## config.mk

```make
export PLATFORM = sky130hd
export DESIGN_NAME = stack_calc_core
export DESIGN_NICKNAME = d
export VERILOG_FILES = /design/src/rtl/stack_calc_pkg.sv /design/src/rtl/stack_mem.sv /design/src/rtl/stack_calc_core.sv
export SDC_FILE = /design/constraint.sdc
export NUM_CORES = 1
export LEC_CHECK = 0
export ABC_AREA = 1
export BUFFER_PORTS_ARGS = -buffer_cell sky130_fd_sc_hd__buf_2
export CAP_MARGIN = 0
export CORE_MARGIN = 2
export CORE_UTILIZATION = 45
export DETAILED_ROUTE_END_ITERATION = 8
export PLACE_DENSITY_LB_ADDON = 0.25
export SYNTH_ARGS = -nofsm -noshare
export SYNTH_HDL_FRONTEND = slang
export SYNTH_SLANG_ARGS = --single-unit
```

## constraint.sdc

```tcl
create_clock -name CLK -period 4.52 [get_ports CLK]
set_input_delay 0.226 -clock CLK [delete_from_list [all_inputs] [get_ports CLK]]
set_output_delay 0.226 -clock CLK [all_outputs]
set_load 0.02 [all_outputs]
```

## src/rtl/stack_calc_pkg.sv

```systemverilog
// Shared definitions for the stack calculator: opcodes, FSM states, default sizes
// and the button-priority decoder.
package stack_calc_pkg;

    localparam int DEF_WIDTH = 8;
    localparam int DEF_DEPTH = 8;

    typedef enum logic [2:0] {
        OP_NONE = 3'd0,
        OP_PUSH = 3'd1,
        OP_POP  = 3'd2,
        OP_ADD  = 3'd3,
        OP_SUB  = 3'd4
    } op_e;

    typedef enum logic [1:0] {
        IDLE   = 2'd0,
        POP_RD = 2'd1,
        OP_RD  = 2'd2,
        EXEC   = 2'd3
    } state_e;

    // Up beats Down beats Left beats Right when several pulses land together.
    function automatic op_e decode_op(input logic up, input logic down,
                                      input logic left, input logic right);
        op_e op;
        op = OP_NONE;
        if (up)         op = OP_PUSH;
        else if (down)  op = OP_POP;
        else if (left)  op = OP_ADD;
        else if (right) op = OP_SUB;
        return op;
    endfunction

endpackage

```

## src/rtl/stack_mem.sv

```systemverilog
// Operand storage: one synchronous write port, one asynchronous read port,
// contents are never reset.
module stack_mem
    import stack_calc_pkg::*;
#(
    parameter int WIDTH = DEF_WIDTH,
    parameter int DEPTH = DEF_DEPTH,
    parameter int AW    = $clog2(DEPTH)
) (
    input  logic             clk,
    input  logic             we,
    input  logic [AW-1:0]    waddr,
    input  logic [WIDTH-1:0] wdata,
    input  logic [AW-1:0]    raddr,
    output logic [WIDTH-1:0] rdata
);

    logic [WIDTH-1:0] mem [DEPTH];

    always_ff @(posedge clk) begin
        if (we) begin
            mem[waddr] <= wdata;
        end
    end

    assign rdata = mem[raddr];

endmodule

```

## src/rtl/stack_calc_core.sv

```systemverilog
// Stack engine: decodes button pulses into PUSH/POP/ADD/SUB, keeps the stack
// pointer and a cached top-of-stack, and reports depth and status.
module stack_calc_core
    import stack_calc_pkg::*;
#(
    parameter int WIDTH = DEF_WIDTH,
    parameter int DEPTH = DEF_DEPTH
) (
    input  logic                       CLK,
    input  logic                       RESETN,
    input  logic                       PerfectUp,
    input  logic                       PerfectDown,
    input  logic                       PerfectLeft,
    input  logic                       PerfectRight,
    input  logic [WIDTH-1:0]           SwitchValue,
    output logic [WIDTH-1:0]           Top,
    output logic [$clog2(DEPTH+1)-1:0] Depth,
    output logic                       Empty,
    output logic                       Full,
    output logic                       Busy,
    output logic                       Error
);

    localparam int SPW = $clog2(DEPTH+1);
    localparam int AW  = $clog2(DEPTH);
    localparam logic [SPW-1:0] SP_FULL = SPW'(DEPTH);
    localparam logic [SPW-1:0] SP_ONE  = SPW'(1);
    localparam logic [SPW-1:0] SP_TWO  = SPW'(2);

    state_e           state_q, state_d;
    op_e              op_q, op_d;
    logic [SPW-1:0]   sp_q, sp_d;
    logic [WIDTH-1:0] top_q, top_d;
    logic [WIDTH-1:0] b_q, b_d;
    logic             busy_q, busy_d;
    logic             err_q, err_d;

    op_e              cmd;
    logic             mem_we;
    logic [AW-1:0]    mem_waddr;
    logic [WIDTH-1:0] mem_wdata;
    logic [AW-1:0]    second_addr;
    logic [WIDTH-1:0] second_data;
    logic [WIDTH-1:0] alu_out;

    function automatic logic [WIDTH-1:0] alu(input op_e op,
                                             input logic [WIDTH-1:0] second,
                                             input logic [WIDTH-1:0] top);
        logic [WIDTH-1:0] res;
        if (op == OP_SUB) res = second - top;
        else              res = second + top;
        return res;
    endfunction

    assign cmd         = decode_op(PerfectUp, PerfectDown, PerfectLeft, PerfectRight);
    // The only entry ever read is the one under the top, mem[SP-2].
    assign second_addr = sp_q[AW-1:0] - AW'(2);
    assign alu_out     = alu(op_q, b_q, top_q);

    always_comb begin
        state_d   = state_q;
        op_d      = op_q;
        sp_d      = sp_q;
        top_d     = top_q;
        b_d       = b_q;
        busy_d    = busy_q;
        err_d     = err_q;
        mem_we    = 1'b0;
        mem_waddr = sp_q[AW-1:0];
        mem_wdata = SwitchValue;

        case (state_q)
            IDLE: begin
                case (cmd)
                    OP_PUSH: begin
                        if (sp_q == SP_FULL) begin
                            err_d = 1'b1;
                        end else begin
                            err_d     = 1'b0;
                            mem_we    = 1'b1;
                            mem_waddr = sp_q[AW-1:0];
                            mem_wdata = SwitchValue;
                            top_d     = SwitchValue;
                            sp_d      = sp_q + SP_ONE;
                        end
                    end
                    OP_POP: begin
                        if (sp_q == '0) begin
                            err_d = 1'b1;
                        end else begin
                            err_d   = 1'b0;
                            busy_d  = 1'b1;
                            state_d = POP_RD;
                        end
                    end
                    OP_ADD, OP_SUB: begin
                        if (sp_q < SP_TWO) begin
                            err_d = 1'b1;
                        end else begin
                            err_d   = 1'b0;
                            op_d    = cmd;
                            busy_d  = 1'b1;
                            state_d = OP_RD;
                        end
                    end
                    default: ;
                endcase
            end
            POP_RD: begin
                top_d   = (sp_q == SP_ONE) ? '0 : second_data;
                sp_d    = sp_q - SP_ONE;
                busy_d  = 1'b0;
                state_d = IDLE;
            end
            OP_RD: begin
                b_d     = second_data;
                state_d = EXEC;
            end
            EXEC: begin
                // The result replaces the second operand, which becomes the new top.
                mem_we    = 1'b1;
                mem_waddr = second_addr;
                mem_wdata = alu_out;
                top_d     = alu_out;
                sp_d      = sp_q - SP_ONE;
                busy_d    = 1'b0;
                state_d   = IDLE;
            end
            default: begin
                busy_d  = 1'b0;
                state_d = IDLE;
            end
        endcase

        // A reset edge must not complete a pending write.
        if (!RESETN) begin
            mem_we = 1'b0;
        end
    end

    always_ff @(posedge CLK) begin
        if (!RESETN) begin
            state_q <= IDLE;
            op_q    <= OP_NONE;
            sp_q    <= '0;
            top_q   <= '0;
            busy_q  <= 1'b0;
            err_q   <= 1'b0;
        end else begin
            state_q <= state_d;
            op_q    <= op_d;
            sp_q    <= sp_d;
            top_q   <= top_d;
            busy_q  <= busy_d;
            err_q   <= err_d;
        end
        b_q <= b_d;
    end

    stack_mem #(
        .WIDTH (WIDTH),
        .DEPTH (DEPTH),
        .AW    (AW)
    ) u_mem (
        .clk   (CLK),
        .we    (mem_we),
        .waddr (mem_waddr),
        .wdata (mem_wdata),
        .raddr (second_addr),
        .rdata (second_data)
    );

    assign Top   = top_q;
    assign Depth = sp_q;
    assign Empty = (sp_q == '0);
    assign Full  = (sp_q == SP_FULL);
    assign Busy  = busy_q;
    assign Error = err_q;

endmodule

```

==> summary.txt <==
Detailed routing
  • Remaining DRCs: 0
  • Iteration-0 DRC count of the detailed router: 240
  • Drt pass-1 iters: 5
  • Avg WL per Cell: 16.02 um
  • Number of antenna-violating nets in the routed design: 0
  • Via-per-instance ratio: 5.190
  • Total via count in the routed design: 3529
  • Wire length reported by the detailed router: 10890 um

Status
  • Result of the run: complete, no violations

Power and ir drop
  • Max IR drop VDD: 0.0002404 V
  • Net switching power: 0.001480 W
  • Total internal power: 0.001860 W
  • Switching Share: 44.32%
  • PD cells: 652.5 nW/um^2
  • Final total power: 0.003340 W
  • Share of power burned in registers: 33.3%
  • P_leak: 2.098 nW
  • Proportion of power drawn by combinational gates: 49.5%
  • Clock network fraction of design power: 17.2%

Hold path
  • Hold EP: Top[5]
  • Worst Hold Path Cells: 5
  • Startpoint of the lowest-slack hold path: SwitchValue[5]
  • Path class of the lowest-slack min-delay path: input port to flip-flop

Setup path
  • Depth of the most critical reg-to-reg path: 12
  • Number of buffers and inverters on the critical path: 3
  • Class of the most critical setup path: flip-flop to flip-flop
  • Endpoint type of the worst setup path: flip-flop
  • Critical register-to-register path endpoint: u_mem.mem[7][5]
  • FF-to-FF Start: Top[0]
  • Nature of the critical path startpoint: flip-flop
  • Arrival time at the worst endpoint: 3.03 ns
  • Delay of the slowest cell on the worst path: 0.80 ns
  • Largest delay contributor family on the critical path: compound AO/OA/AOI/OAI gates
  • Worst EP required: 4.54 ns
  • Ordered list of cells on the worst path: inv_1, ha_1, inv_1, o21ai_0, inv_1, ha_1, nand3b_1, nand2_1, nand2_1, nand3_1, nand2_1, o21ai_0
  • Standard cell with the maximum stage delay on the critical path: sky130_fd_sc_hd__o21ai_0
  • R2R Setup Slk: 1.51 ns
  • Biggest fanout along the worst timing path: 8

Floorplan
  • Placeable core region: 10280 um^2
  • Die Footprint: 11340 um^2
  • Die Wd: 106.5 um
  • Count of boundary I/O pins: 30
  • Die boundary height: 106.5 um
  • FP Rows: 37
  • Starting utilization of the core area: 45.99%

Finish
  • Fillcell total: 987
  • Ratio of cells with drive above 1 in the final layout: 14.71%
  • Final non-filler cell total: 680
  • Antenna cell count: 0
  • Cell area after layout: 5119 um^2
  • # nets final: 572
  • Synth-to-layout area growth: 8.285%

Clocking
  • Buffer count from post-CTS setup fixing: 0
  • Max clock buf depth: 2
  • Number of levels in the clock H-tree: 3
  • Hold buffer count at cts: 0
  • Number of CTS-inserted buffers: 9
  • Post-cts repair resize count: 0
  • Clock-pin slew on the worst setup and hold paths: 0.10 ns
  • CTS tree: done
  • Clock Latency Late Sink: 0.37 ns
  • Sink count of the clock tree: 91
  • Root Driver: sky130_fd_sc_hd__clkbuf_8

Logic synthesis
  • Synth top area cells: sky130_fd_sc_hd__edfxtp_1 46%, sky130_fd_sc_hd__dfxtp_1 8.0%, sky130_fd_sc_hd__nand2_1 7.4%, sky130_fd_sc_hd__nor2_1 6.5%, sky130_fd_sc_hd__ha_1 4.8%
  • Synth cell count leaders: 93 x sky130_fd_sc_hd__nand2_1, 82 x sky130_fd_sc_hd__nor2_1, 72 x sky130_fd_sc_hd__edfxtp_1
  • Fraction of synthesized cell area taken by the top area cell type: 45.74%
  • Post-synthesis sequential area ratio: 53.79%
  • Library cell occupying the most area in the post-synthesis netlist: sky130_fd_sc_hd__edfxtp_1
  • Library cells used by synthesis: 39
  • Count of flip-flops with a built-in enable after synthesis: 72
  • Dominant cell by count in the synthesized netlist: sky130_fd_sc_hd__nand2_1
  • Cell count after synthesis: 512
  • Synth warnings: 0
  • Post-synth net total: 545
  • Average instance area after synthesis: 9.232 um^2
  • Number of synthesized register bits: 91
  • Primary flip-flop cell chosen by synthesis mapping: sky130_fd_sc_hd__edfxtp_1
  • Share of flip-flops with an asynchronous set or reset after synthesis: 0%
  • Netlist area before placement: 4727 um^2

Place
  • Routability-driven placement congestion ratio: 0.8532
  • Instance count after placement with tap cells included: 664
  • Number of buffers inserted by port buffering: 29
  • Placed wire-length estimate: 7701 um
  • Area post-placement: 4918 um^2

STA
  • Highest achievable clock rate: 332.3 MHz
  • Final count of negative-setup-slack endpoints: 0
  • Minimum clock period after layout: 3.009 ns
  • Clock skew after layout: 0.01181 ns
  • Worst Max-Slew Pin Slew: 1.065 ns
  • Fin. max-slew vios: 0
  • Setup repair after global routing missed its margin: false
  • Final period util: 66.58%
  • Final Hold Fails: 0
  • Setup tns final: 0 ns
  • Remaining max-slew budget at the tightest pin: 28.26%

Global routing
  • Global-route wire length before repair: 17550 um
  • Total GRT Usage: 20.35%
  • Maximum number of pins on one net before global-route repair: 39
  • Vias in the first global route: 3375
  • Gr ovfl total: 0
  • Initial antenna violation count: 0

Job
  • Max Cap Viol: 0
==> power groups by stage <==
stage                     clock network (W)  logic, W  registers [W]
final                              0.000576   0.00165        0.00111
after global routing               0.000618   0.00188        0.00113
after detailed placement                  0   0.00164        0.00113
after CTS                          0.000580   0.00165        0.00111
after floorplan                           0   0.00125        0.00118
after global placement                    0   0.00163        0.00113
==> state kept, by name, indices dropped and copies added (netlist names) <==
signal	flops
Busy	1
Depth	4
Error	1
Top	8
b_q	8
op_q	3
state_q	2
u_mem.mem	64
==> area by class of cell <==
type / instances / area [um^2] / area share (%)
flip-flops and latches: 91 / 2542 / 49.67
clock buffers: 10 / 127.6 / 2.493
clock inverters: 6 / 72.57 / 1.418
inverters: 53 / 203.9 / 3.984
well taps: 136 / 170.2 / 3.324
repair buffers: 33 / 175.2 / 3.422
multi-input cells: 351 / 1827 / 35.69
==> how the worst max path moves through the flow <==
stage / from / end / slack [ns] / cells after the start
after floorplan: Top[0] / u_mem.mem[0][5] / 2.04 / 12
after global placement: Top[1] / u_mem.mem[2][5] / 1.65 / 12
after detailed placement: Top[0] / u_mem.mem[2][5] / 1.55 / 12
after CTS: Top[0] / u_mem.mem[2][5] / 1.53 / 12
after global routing: Top[0] / u_mem.mem[7][5] / 1.23 / 12
final: Top[0] / u_mem.mem[7][5] / 1.51 / 12
==> cells by family after synthesis <==
| group | count (synthesis) | share of synthesized area [%] |
|---|---|---|
| xor gates and xnor gates | 8 | 1.482 |
| and+or+nand+nor | 227 | 20.25 |
| buffers and inverters | 70 | 7.570 |
| adders and majority gates | 19 | 5.188 |
| AOI/OAI and AO/OA | 97 | 11.73 |
| DFF | 91 | 53.78 |
==> cells in the final DEF (no fill, tap or decap), drive strengths merged <==
cell type  netlist  final
clkinvlp         0      1
ha              18     18
nor2            84     84
a21oi           26     26
o22ai            4      4
xor2             2      2
a211oi           1      1
buf             15     33
nor3             2      2
a31oi            1      1
bufinv           0      1
o21a             2      2
dfxtp           19     19
and2             4      4
o21ai           58     58
fa               1      1
o211ai           3      3
nand2           97     97
nand3b           2      2
o31ai            1      1
and3             1      1
xnor2            6      6
a21boi           1      1
clkinv           0      1
inv             53     56
nand4            5      5
nand3           32     32
clkbuf           2     10
edfxtp          72     72
==> tightest hold or removal path: stages <==
cell	delay [ns]
sky130_fd_sc_hd__buf_2	0.10
sky130_fd_sc_hd__a21oi_2	0.05
sky130_fd_sc_hd__nand2_1	0.05
sky130_fd_sc_hd__nor2_1	0.05
sky130_fd_sc_hd__nor2_1	0.08
==> per-layer routing <==
layer | global-route usage (%) | part of all wire (%)
met4 | 8.256 | 2.1
met3 | 3.311 | 5.9
met5 | 0 | 0
met2 | 33.38 | 47
met1 | 26.97 | 45
==> stage by stage <==
stage	utilization, %	hold slack (ns)	setup WS [ns]
2_1_floorplan	-	0.3678	2.037
3_3_place_gp	47.86	0.4557	1.654
3_5_place_dp	47.86	0.4559	1.550
4_1_cts	49.81	0.2137	1.527
5_1_grt	49.81	0.2449	1.225
6_report	49.81	0.2205	1.511
(Power assumes the default switching activity.)
